## config.mk

```make
export PLATFORM = sky130hd
export DESIGN_NAME = shift_add_seq
export DESIGN_NICKNAME = d
export VERILOG_FILES = /design/src/rtl/shift_add_seq.sv
export SDC_FILE = /design/constraint.sdc
export NUM_CORES = 1
export LEC_CHECK = 0
export CAP_MARGIN = 5
export CORE_AREA = 2 2 39 41
export CTS_BUF_LIST = sky130_fd_sc_hd__clkbuf_16
export CTS_CLUSTER_SIZE = 40
export DETAILED_ROUTE_END_ITERATION = 6
export DIE_AREA = 0 0 41 43
export PLACE_DENSITY = 0.67
export SETUP_SLACK_MARGIN = 0.3
export SLEW_MARGIN = 0
export SYNTH_ARGS = -nofsm -noshare
export SYNTH_HDL_FRONTEND = slang
export SYNTH_SLANG_ARGS = --single-unit
```

## constraint.sdc

```tcl
create_clock -name clk -period 1.3 [get_ports clk]
set_input_delay 0.325 -clock clk [delete_from_list [all_inputs] [get_ports clk]]
set_output_delay 0.325 -clock clk [all_outputs]
set_load 0.05 [all_outputs]
```

## src/rtl/shift_add_seq.sv

```systemverilog
// Control sequencer for a serial shift-add multiplier: clear, load, then WIDTH add/shift rounds, then a done pulse.
// Moore-decoded outputs except ldp (gated by b_lsb in ADD); 2*WIDTH+4 cycles per operation including the IDLE slot.
module shift_add_seq #(
  parameter  int WIDTH = 4,
  localparam int CNT_W = $clog2(WIDTH + 1)
) (
  input  logic             clk,
  input  logic             reset,
  input  logic             start,
  input  logic             abort,
  input  logic             b_lsb,
  output logic             clr,
  output logic             ld,
  output logic             ldp,
  output logic             shp,
  output logic             shb,
  output logic             busy,
  output logic             done,
  output logic [CNT_W-1:0] count
);

  typedef enum logic [2:0] {
    S_IDLE  = 3'd0,
    S_CLEAR = 3'd1,
    S_LOAD  = 3'd2,
    S_ADD   = 3'd3,
    S_SHIFT = 3'd4,
    S_DONE  = 3'd5
  } state_t;

  state_t           r_state;
  state_t           w_nxt;
  logic [CNT_W-1:0] r_count;
  logic [CNT_W-1:0] w_cnt_inc;
  logic             w_last;

  assign w_cnt_inc = r_count + CNT_W'(1);
  // >= rather than == so a corrupted count can never run past WIDTH rounds
  assign w_last    = (w_cnt_inc >= CNT_W'(WIDTH));
  assign count     = r_count;

  always_ff @(posedge clk or posedge reset) begin
    if (reset) begin
      r_state <= S_IDLE;
    end else begin
      r_state <= w_nxt;
    end
  end

  // Aborting out of SHIFT does not credit the interrupted iteration
  always_ff @(posedge clk or posedge reset) begin
    if (reset) begin
      r_count <= '0;
    end else if (w_nxt == S_CLEAR) begin
      r_count <= '0;
    end else if (r_state == S_SHIFT && !abort) begin
      r_count <= w_cnt_inc;
    end
  end

  always_comb begin
    w_nxt = S_IDLE;
    clr   = 1'b0;
    ld    = 1'b0;
    ldp   = 1'b0;
    shp   = 1'b0;
    shb   = 1'b0;
    busy  = 1'b0;
    done  = 1'b0;
    case (r_state)
      S_IDLE: begin
        w_nxt = (start && !abort) ? S_CLEAR : S_IDLE;
      end
      S_CLEAR: begin
        clr   = 1'b1;
        busy  = 1'b1;
        w_nxt = S_LOAD;
      end
      S_LOAD: begin
        ld    = 1'b1;
        busy  = 1'b1;
        w_nxt = S_ADD;
      end
      S_ADD: begin
        ldp   = b_lsb;
        busy  = 1'b1;
        w_nxt = S_SHIFT;
      end
      S_SHIFT: begin
        shp   = 1'b1;
        shb   = 1'b1;
        busy  = 1'b1;
        w_nxt = w_last ? S_DONE : S_ADD;
      end
      S_DONE: begin
        done  = 1'b1;
        busy  = 1'b1;
        w_nxt = S_IDLE;
      end
      default: begin
        w_nxt = S_IDLE;
      end
    endcase
    if (abort) begin
      w_nxt = S_IDLE;
    end
  end

endmodule

```

==> impl_metrics.ini <==
[pwr]
switchingPower_uw = 298
power_frac_clock_pct = 45.0
ir_drop_uv = 965
switching_share_pct = 26.8
intPower_uw = 813
leakage_nw = 0.438
comb_power_share_pct = 34.6
power.density_nw_per_um2 = 1140
seq_power_share_pct = 20.3

[final_layout]
fin_area_um2 = 976
multi_input_area_um2 = 292
drive_gt1_share_pct = 76.4
final_util_pct = 70.5
regArea_um2 = 158
area_growth_pct = 137
num_antenna_cells = 0
nets = 79
n_fill_cell = 89

[floorplan]
initial_utilization_pct = 29.7
core_um2 = 1380
placementRows = 14
die_area_um2 = 1760
die_x_um = 41
io_pins = 15
die_h_um = 43

[global_route]
grt_overflow = 0
grt_pass1_vias = 399
grt_max_degree = 8
antenna_found_initial = 0
gr-usage-all-layers_pct = 16.0
grt_pass1_wl_um = 1850

[timing]
rsz0062_at_grt = true
fin_crit_sh_pct = 120
finalSetupViolCount = 12
max_freq_ghz = 0.642
maxSlewHeadroom_pct = 78.7
hold-worst-slack_ps = 315
layout_min_cycle_time_ps = 1560
worst_clock_skew_ps = 0.449
fin_ws_ps = -259
slew_violations = 0
hold_violations = 0
tightest_slew_ps = 317

[logic_synthesis]
yosys_register_bits = 6
synth_top_area_share_pct = 36.5
netlist_top_cells_area = dfrtp_1 36%, and2b_1 5.5%, nor3_4 4.0%
synth_area_leader_cell = dfrtp_1
syn-num-nets = 43
syn_area_um2 = 412
yosysUniqueCellTypes = 27
syn_inst = 37
synth_seq_area_share_pct = 36.5
yosys_warnings = 0
synth.avg_cell_area_um2 = 11.1

[place]
dpl_cell_area_um2 = 754
port_buffers = 14
gp_congestion = 0.685
dp_slack_ps = -257
dp_hpwl_um = 748

[cts]
cts_tree = built
cts.sinks = 6
clk_latency_ps = 230
clkSlewWorstSetupHoldPaths_ps = 30
cts_buffers = 3
clk_path_buf_depth = 2
clk_root_buffer_cell = clkbuf_16
cts_max_level = 1
cts_hold_buf = 0

[routing]
vias = 406
drc = 0
drt-initial-drc-count = 3
avgViaCountPerCell = 4.61
wl_um = 1190
met1Wirelength_um = 489
first_pass_iters = 2
drtAntennaViolNets = 0
detail_route.wl_per_cell_um = 13.5
wl_met3_um = 30
dr_wl_met2_um = 651
routed.top_layer = met4

[min_path]
hp-class = primary input to asynchronous set/reset pin

[job]
maxCapViolCount = 0

[critical_path]
crit_path_max_fanout = 7
critPathKind = flop to output port
cp_slowest_cell = dfrtp_2
crit_family = flip-flops
end_kind = output port
cp_cell_sequence = and2b_2, and3_4, buf_12
cpPeakStageDelay_ps = 460
worstSetupStartpointType = flop
crit_buf_inv = 1
r2r_slack_ps = -150
required_ps = 980
cp_data_arrival_time_ps = 1230

[status]
status = finished with violations
violations = setup timing
## routing by layer
| layer | vias up | global-route usage [%] |
|---|---|---|
| li1 | 207 | - |
| met5 | - | 0 |
| met1 | 189 | 20.1 |
| met4 | 0 | 12.0 |
| met3 | 2 | 0 |
| met2 | 8 | 24.7 |
## cell families after synthesis
family / Yosys count / synth area share, %
simple gates: 15 / 30.4
compound gates: 8 / 17.3
flops: 6 / 36.5
buf+inv: 5 / 8.51
xor+xnor: 2 / 4.26
fa+ha+maj: 1 / 3.04
## worst reg2reg max path, stage by stage, from the launching register on
cell and delay, ps:
dfrtp_2 450, buf_6 140, buf_6 120, nor3_4 200
o21ai_2 90, a221o_1 340
## registers in the layout (all words and copies together), names as in the netlist
register / flops
count: 3
r_state: 3
## metrics by stage
step | TNS (ps) | total power, mW | std cells
5_1_grt | -2520 | 1.16 | 88
2_1_floorplan | -1040 | 0.401 | 37
4_1_cts | -1830 | 1.10 | 83
6_report | -2090 | 1.11 | 88
3_5_place_dp | -1330 | 0.532 | 73
3_3_place_gp | -1270 | 0.529 | 73
## synthesized netlist by cell type
cell / n
o21ai_1: 1
a22oi_1: 1
a21o_2: 1
ha_1: 1
buf_2: 1
buf_4: 2
nand2b_4: 1
and3b_2: 1
a21oi_1: 1
nor3_1: 2
buf_6: 1
inv_1: 1
xnor2_1: 1
nor3_4: 1
and3b_1: 1
xor2_1: 1
nor2_1: 2
o32a_1: 1
and3_1: 1
a2111oi_2: 1
and2b_1: 3
nor3b_2: 1
nor3b_1: 1
dfrtp_1: 6
a221o_1: 1
and4b_1: 1
a32o_1: 1
## worst paths after layout
| path | startpoint | to | depth (start not counted) |
|---|---|---|---|
| min reg2reg | count[2] | count[2] | 1 |
| min in group clk | count[2] | count[2] | 1 |
| max reg2reg | r_state[0] | count[2] | 5 |
| max in group asynchronous | reset | count[2] | 2 |
| max | r_state[1] | ldp | 3 |
| min | reset | r_state[1] | 2 |
## power groups by stage
| stage | logic, mW | registers [mW] | clock network, mW |
|---|---|---|---|
| 6_report | 0.385 | 0.226 | 0.501 |
| 5_1_grt | 0.403 | 0.229 | 0.523 |
| 4_1_cts | 0.352 | 0.225 | 0.518 |
| 3_5_place_dp | 0.301 | 0.231 | 0 |
| 3_3_place_gp | 0.299 | 0.230 | 0 |
| 2_1_floorplan | 0.176 | 0.225 | 0 |
## layout make-up
| class | instances | share of cell area [%] |
|---|---|---|
| Sequential cell | 6 | 16.2 |
| Tap cell | 16 | 2.05 |
| Clock inverter | 1 | 0.385 |
| Timing Repair Buffer | 35 | 43.5 |
| Inverter | 1 | 0.385 |
| Clock buffer | 3 | 7.69 |
| Multi-Input combinational cell | 26 | 29.9 |
## cell usage in the layout (no fill, tap or decap), drive strengths merged, types with 2 or more instances in the layout
cell and instances:
and2b 3, dfrtp 6, nor3b 2, nor2 2
nor3 3, clkbuf 3, inv 2, clkdlybuf4s50 4
buf 31, and3b 2
## what timing repair did
action,CTS,global route
setup buffers,6,5
gates resized for setup,9,7
pin swaps,3,2
endpoints found under the setup margin,16,16
Note: power is estimated with default switching activity, not from simulation.
